`src/rtl/serial_detector_scheduler_pkg.sv`:
```
// rtl/serial_detector_scheduler_pkg.sv - shared types and constants for the serial detector scheduler
//
// Purpose: FSM state encoding, default word width and requester id constants.
// Ports:   none (package).
package serial_sched_pkg;

  localparam int DEF_W = 8;

  localparam logic REQ0 = 1'b0;
  localparam logic REQ1 = 1'b1;

  typedef enum logic [1:0] {
    IDLE  = 2'd0,
    CLEAR = 2'd1,
    SHIFT = 2'd2,
    DONE  = 2'd3
  } state_t;

endpackage

```
`src/rtl/serial_detector_scheduler_if.sv`:
```
// rtl/serial_detector_scheduler_if.sv - request/response/detector bundle for the serial detector scheduler
//
// Purpose: groups the two requester ports, the response port, the detector
//          link and the busy flag.
// Modports:
//   slave  - the scheduler block (accepts requests, drives response/detector).
//   master - the surrounding logic (requesters, consumer, detector instance).
interface serial_detector_scheduler_if
  import serial_sched_pkg::*;
#(
  parameter int W = DEF_W
);

  logic         req0_valid;
  logic         req0_ready;
  logic [W-1:0] req0_data;
  logic         req1_valid;
  logic         req1_ready;
  logic [W-1:0] req1_data;
  logic         rsp_valid;
  logic         rsp_ready;
  logic [W-1:0] rsp_data;
  logic         rsp_id;
  logic         det_clear;
  logic         det_x;
  logic         det_y;
  logic         busy;

  modport slave (
    input  req0_valid, req0_data, req1_valid, req1_data, rsp_ready, det_y,
    output req0_ready, req1_ready, rsp_valid, rsp_data, rsp_id, det_clear, det_x, busy
  );

  modport master (
    output req0_valid, req0_data, req1_valid, req1_data, rsp_ready, det_y,
    input  req0_ready, req1_ready, rsp_valid, rsp_data, rsp_id, det_clear, det_x, busy
  );

endinterface

```
`src/rtl/serial_detector_scheduler_rr_arb2.sv`:
```
// rtl/serial_detector_scheduler_rr_arb2.sv - two-way round-robin grant logic
//
// Purpose: picks one of two valid requesters; on a tie the one that was not
//          granted last wins. Purely combinational; the caller owns last_grant.
// Ports:
//   valid0, valid1 - requester valids
//   last_grant     - id granted on the previous accepted job
//   enable         - readies are only raised when enable is high
//   grant          - winning requester id
//   ready0, ready1 - one-hot ready for the winner (all zero when disabled)
module rr_arb2
  import serial_sched_pkg::*;
(
  input  logic valid0,
  input  logic valid1,
  input  logic last_grant,
  input  logic enable,
  output logic grant,
  output logic ready0,
  output logic ready1
);

  assign grant  = (valid0 && valid1) ? ~last_grant : valid1;
  assign ready0 = enable && valid0 && (grant == REQ0);
  assign ready1 = enable && valid1 && (grant == REQ1);

endmodule

```
`src/rtl/serial_detector_scheduler.sv`:
```
// rtl/serial_detector_scheduler.sv - time-shares one serial Mealy detector between two requesters
//
// Purpose: arbitrates between two word requesters, restarts the detector,
//          shifts the word in LSB-first, collects the per-bit detector output
//          and returns it tagged with the requester id.
// Ports:
//   clock - rising-edge clock
//   reset - asynchronous active-low reset
//   bus   - slave side of serial_detector_scheduler_if (requests, response,
//           detector link, busy)
module serial_detector_scheduler
  import serial_sched_pkg::*;
#(
  parameter int W = DEF_W
)(
  input logic                        clock,
  input logic                        reset,
  serial_detector_scheduler_if.slave bus
);

  localparam int             CW   = $clog2(W) + 1;
  localparam logic [CW-1:0]  LAST = CW'(W - 1);

  state_t        state, state_next;
  logic [W-1:0]  shift_q;
  logic [W-1:0]  result_q;
  logic [CW-1:0] cnt_q;
  logic          id_q;
  logic          last_grant_q;

  logic          grant, ready0, ready1, accept, arb_en;

  // Gating with reset keeps the readies low while reset is held.
  assign arb_en = (state == IDLE) && reset;
  assign accept = ready0 | ready1;

  rr_arb2 u_arb (
    .valid0     (bus.req0_valid),
    .valid1     (bus.req1_valid),
    .last_grant (last_grant_q),
    .enable     (arb_en),
    .grant      (grant),
    .ready0     (ready0),
    .ready1     (ready1)
  );

  always_ff @(posedge clock or negedge reset) begin
    if (!reset) state <= IDLE;
    else        state <= state_next;
  end

  always_comb begin
    state_next = state;
    case (state)
      IDLE:    if (accept) state_next = CLEAR;
      CLEAR:   state_next = SHIFT;
      SHIFT:   if (cnt_q == LAST) state_next = DONE;
      DONE:    if (bus.rsp_ready) state_next = IDLE;
      default: state_next = IDLE;
    endcase
  end

  always_comb begin
    bus.det_clear = 1'b0;
    bus.det_x     = 1'b0;
    bus.rsp_valid = 1'b0;
    bus.busy      = (state != IDLE);
    case (state)
      CLEAR:   bus.det_clear = 1'b1;
      SHIFT:   bus.det_x     = shift_q[0];
      DONE:    bus.rsp_valid = 1'b1;
      default: ;
    endcase
  end

  assign bus.req0_ready = ready0;
  assign bus.req1_ready = ready1;
  assign bus.rsp_data   = result_q;
  assign bus.rsp_id     = id_q;

  // Result fills from the top so that after W shifts the first detector
  // output lands in bit 0, matching input bit 0.
  always_ff @(posedge clock or negedge reset) begin
    if (!reset) begin
      shift_q      <= '0;
      result_q     <= '0;
      cnt_q        <= '0;
      id_q         <= 1'b0;
      last_grant_q <= REQ1;
    end else begin
      case (state)
        IDLE: begin
          if (accept) begin
            shift_q      <= grant ? bus.req1_data : bus.req0_data;
            id_q         <= grant;
            last_grant_q <= grant;
          end
        end
        CLEAR: cnt_q <= '0;
        SHIFT: begin
          result_q <= {bus.det_y, result_q[W-1:1]};
          shift_q  <= shift_q >> 1;
          cnt_q    <= cnt_q + CW'(1);
        end
        default: ;
      endcase
    end
  end

endmodule

```
`src/flat_wrapper.sv`:
```
// flat-port wrapper written by rule: the top's interface ports become plain ports
module serial_detector_scheduler_flat import serial_sched_pkg::*;
#(
  parameter int W = DEF_W
)
  (clock, reset, bus_req0_valid, bus_req0_data, bus_req1_valid, bus_req1_data, bus_rsp_ready, bus_det_y, bus_req0_ready, bus_req1_ready, bus_rsp_valid, bus_rsp_data, bus_rsp_id, bus_det_clear, bus_det_x, bus_busy);
  serial_detector_scheduler_if #(.W(W)) bus_i ();
  input logic clock;
  input logic reset;
  input wire logic [$bits(bus_i.req0_valid)-1:0] bus_req0_valid;
  input wire logic [$bits(bus_i.req0_data)-1:0] bus_req0_data;
  input wire logic [$bits(bus_i.req1_valid)-1:0] bus_req1_valid;
  input wire logic [$bits(bus_i.req1_data)-1:0] bus_req1_data;
  input wire logic [$bits(bus_i.rsp_ready)-1:0] bus_rsp_ready;
  input wire logic [$bits(bus_i.det_y)-1:0] bus_det_y;
  output wire logic [$bits(bus_i.req0_ready)-1:0] bus_req0_ready;
  output wire logic [$bits(bus_i.req1_ready)-1:0] bus_req1_ready;
  output wire logic [$bits(bus_i.rsp_valid)-1:0] bus_rsp_valid;
  output wire logic [$bits(bus_i.rsp_data)-1:0] bus_rsp_data;
  output wire logic [$bits(bus_i.rsp_id)-1:0] bus_rsp_id;
  output wire logic [$bits(bus_i.det_clear)-1:0] bus_det_clear;
  output wire logic [$bits(bus_i.det_x)-1:0] bus_det_x;
  output wire logic [$bits(bus_i.busy)-1:0] bus_busy;
  assign bus_i.req0_valid = bus_req0_valid;
  assign bus_i.req0_data = bus_req0_data;
  assign bus_i.req1_valid = bus_req1_valid;
  assign bus_i.req1_data = bus_req1_data;
  assign bus_i.rsp_ready = bus_rsp_ready;
  assign bus_i.det_y = bus_det_y;
  assign bus_req0_ready = bus_i.req0_ready;
  assign bus_req1_ready = bus_i.req1_ready;
  assign bus_rsp_valid = bus_i.rsp_valid;
  assign bus_rsp_data = bus_i.rsp_data;
  assign bus_rsp_id = bus_i.rsp_id;
  assign bus_det_clear = bus_i.det_clear;
  assign bus_det_x = bus_i.det_x;
  assign bus_busy = bus_i.busy;
  serial_detector_scheduler #(.W(W)) u_core (.clock(clock), .reset(reset), .bus(bus_i));
endmodule
```
`config.mk`:
```
export PLATFORM = sky130hd
export DESIGN_NAME = serial_detector_scheduler_flat
export DESIGN_NICKNAME = d
export VERILOG_FILES = /design/src/rtl/serial_detector_scheduler_pkg.sv /design/src/rtl/serial_detector_scheduler_if.sv /design/src/rtl/serial_detector_scheduler_rr_arb2.sv /design/src/rtl/serial_detector_scheduler.sv /design/src/flat_wrapper.sv
export SDC_FILE = /design/constraint.sdc
export NUM_CORES = 1
export LEC_CHECK = 0
export CORE_MARGIN = 2
export CORE_UTILIZATION = 50
export CTS_BUF_LIST = sky130_fd_sc_hd__clkbuf_8
export DETAILED_ROUTE_END_ITERATION = 10
export MAX_ROUTING_LAYER = met4
export PLACE_DENSITY = 0.88
export SLEW_MARGIN = 25
export SYNTH_ARGS = -nofsm -noshare
export SYNTH_HDL_FRONTEND = slang
export SYNTH_SLANG_ARGS = --single-unit
```
`constraint.sdc`:
```
create_clock -name clock -period 4.7 [get_ports clock]
set_clock_uncertainty 0.05 [all_clocks]
set_input_delay 0.94 -clock clock [delete_from_list [all_inputs] [get_ports clock]]
set_output_delay 0.94 -clock clock [all_outputs]
set_load 0.1 [all_outputs]
```
==> metrics.yaml <==
outcome:
  status: "finished clean"
die:
  rows: 18
  initial_core_util: 0.516
  dieArea_mm2: 0.00290
  fp.dieH_um: 53.9
  ios: 37
  die_w_um: 53.9
  core-area_mm2: 0.00241
final_layout:
  syn2layout_area_growth_pct: 36.3
  diodes: 0
  final_nets: 176
  drive_above_1_share: 0.156
timing:
  finalHoldViolCount: 0
  rsz0062_at_grt: "false"
  maxSlewHeadroom: 0.337
  setup_viol: 0
  period_minus_slack_ns: 3.91
  fin_setup_tns_ns: 0
  max_freq_ghz: 0.256
  period_share: 0.831
  worst_slew_pin_slew_ns: 0.992
  drv_slew: 0
synth:
  synth_flop_cell: "dfrtp_1"
  synth_area_leaders: "dfrtp_1 (46%), mux2_2 (10%), mux2i_1 (7.3%), ha_1 (6.0%), a221oi_1 (4.9%)"
  synth_top_family_by_area: "multiplexers"
  syn_inst: 110
  yosysMostFrequentCell: "dfrtp_1"
  synth_xor_xnor_area_share: 0
  synth.yosys.warnings: 0
  synth_cell_types: 28
  synthAdderAreaFrac: 0.0604
  ys_ff_latch: 24
  synth_top_area_share: 0.463
  netlist.top_cell.by_area: "dfrtp_1"
  yosysSeqAreaShare: 0.484
  syn_nets: 138
  synth_compound_area_frac: 0.154
  synthMuxAreaShare: 0.172
  synth_edf_count: 0
  async_reset_ff_frac: 1.00
  syn-mean-instance-area_um2: 11.3
  syn_area_mm2: 0.00124
  synthSimpleGateAreaFrac: 0.0604
  yosys-top-cells-count: "dfrtp_1 (23), inv_1 (15), mux2_2 (11)"
global_route:
  grt_max_degree: 29
  track_usage: 0.213
  grt_pass1_vias: 957
  gr-total-overflow: 0
  antenna_found_initial: 0
  grt_pass1_wl_um: 4180
critical_path:
  path_cells: "inv_1 -> ha_1 -> inv_2 -> nor2_1 -> clkdlybuf4s50_1"
  crit_type: "reg -> out"
  crit_arrival_ns: 2.92
  crit_fanout: 15
  cpMaxStageDelayCell: "clkdlybuf4s50_1"
  cp-start-kind: "register"
  path_delay_family: "buffers and inverters"
  cp-end-kind: "primary output"
  crit_path_max_incr_delay_ns: 1.16
  crit_buf_inv: 3
  critical_path_required_ns: 3.71
min_path:
  min_path_type: "reg -> reg"
clock_tree:
  clk_pin_slew_worst_paths_ns: 0.08
  ctsLongestPathBuffers: 2
  tritoncts: "built"
  cts_sinks: 24
  clock-root-buffer: "clkbuf_8"
  cts_htree_levels: 1
  clock_latency_ns: 0.27
  holdBufCountCts: 0
  cts_buffers: 3
  cts_resized: 0
  post_cts_buffers: 0
route:
  route.detailed.drc: 0
  viasPerCell: 5.60
  drtIter0Drc: 10
  first_pass_iters: 4
  routed_wl_um: 2680
  wl_per_cell_um: 15.2
  vias: 991
  final_antenna_net_count: 0
flow_run:
  maxCapViolCount: 0
place:
  port_buffers: 36
  routabilityCongestion: 0.756
  hpwl_um: 1980
==> metrics by stage <==
step                utilization  setup slack, ns  instances  hold slack, ns  area [um^2]
floorplan                     -             1.21        110           0.411         1240
global placement          0.680             1.25        173           0.415         1640
detailed placement        0.680             1.10        173           0.434         1640
CTS                       0.702            0.782        177           0.446         1690
global route              0.702            0.669        177           0.470         1690
finish                    0.702            0.793        177           0.440         1690
==> final timing paths <==
kind / from / end / slack [ns] / depth (start not counted)
min in group asynchronous: reset / u_core.bus.rsp_data[7] / 1.00 / 2
hold / removal: u_core.last_grant_q / u_core.last_grant_q / 0.44 / 2
setup / recovery: u_core.state[0] / bus_det_x / 0.79 / 5
max in group asynchronous: reset / u_core.last_grant_q / 3.30 / 2
setup reg to reg: u_core.state[0] / u_core.shift_q[1] / 2.40 / 5
hold reg to reg: u_core.last_grant_q / u_core.last_grant_q / 0.44 / 2
==> routing by layer <==
metal  up-vias  share of wire  wire (um)  global-route usage
li1        469              -          -                   -
met1       483           0.42       1120               0.243
met2        34           0.49       1310               0.362
met3         5          0.080        214              0.0444
met4         0          0.016         44              0.0897
met5         -              0          0                   -
==> worst reg2reg max path, delay by kind of cell (launching register included) <==
family | cells | cell delay, ns
AND/OR/NAND/NOR | 1 | 0.77
AO/OA/AOI/OAI | 1 | 0.19
buffers and inverters | 2 | 0.27
adder cells (fa/ha/maj) | 1 | 0.44
flip-flops | 1 | 0.41
==> registers in the layout, summed over array words and instances, names as in the netlist <==
name / flops
u_core.shift_q: 8
u_core.bus.rsp_data: 8
u_core.bus.rsp_id: 1
u_core.state: 2
u_core.cnt_q: 4
u_core.last_grant_q: 1
==> cell type report <==
type	count	area, um^2
fill	182	717
multi-input combinational	65	556
inverter	16	60.1
tap	30	37.5
clock buffer	4	55.1
timing repair buffer	38	383
sequential	24	602
==> cell usage in the layout, fill, tap and decap left out, types with 2 or more instances in the layout <==
| master | n |
|---|---|
| a211oi_1 | 7 |
| a221oi_1 | 7 |
| buf_4 | 3 |
| clkbuf_8 | 4 |
| clkdlybuf4s50_1 | 34 |
| dfrtp_1 | 23 |
| ha_1 | 6 |
| inv_1 | 15 |
| mux2_2 | 11 |
| mux2i_1 | 9 |
| nand3_1 | 5 |
| nand3b_1 | 2 |
| nor2_1 | 3 |
| o21ai_0 | 4 |
==> cell families after synthesis <==
group	Yosys count
multiplexers	20
adder cells (fa/ha/maj)	6
AO/OA/AOI/OAI	25
buffers and inverters	21
flip-flops	24
AND/OR/NAND/NOR	14
Power is left out: the tool's default activity adds up to more than one toggle a clock period on the data nets, which glitch-free logic cannot reach.
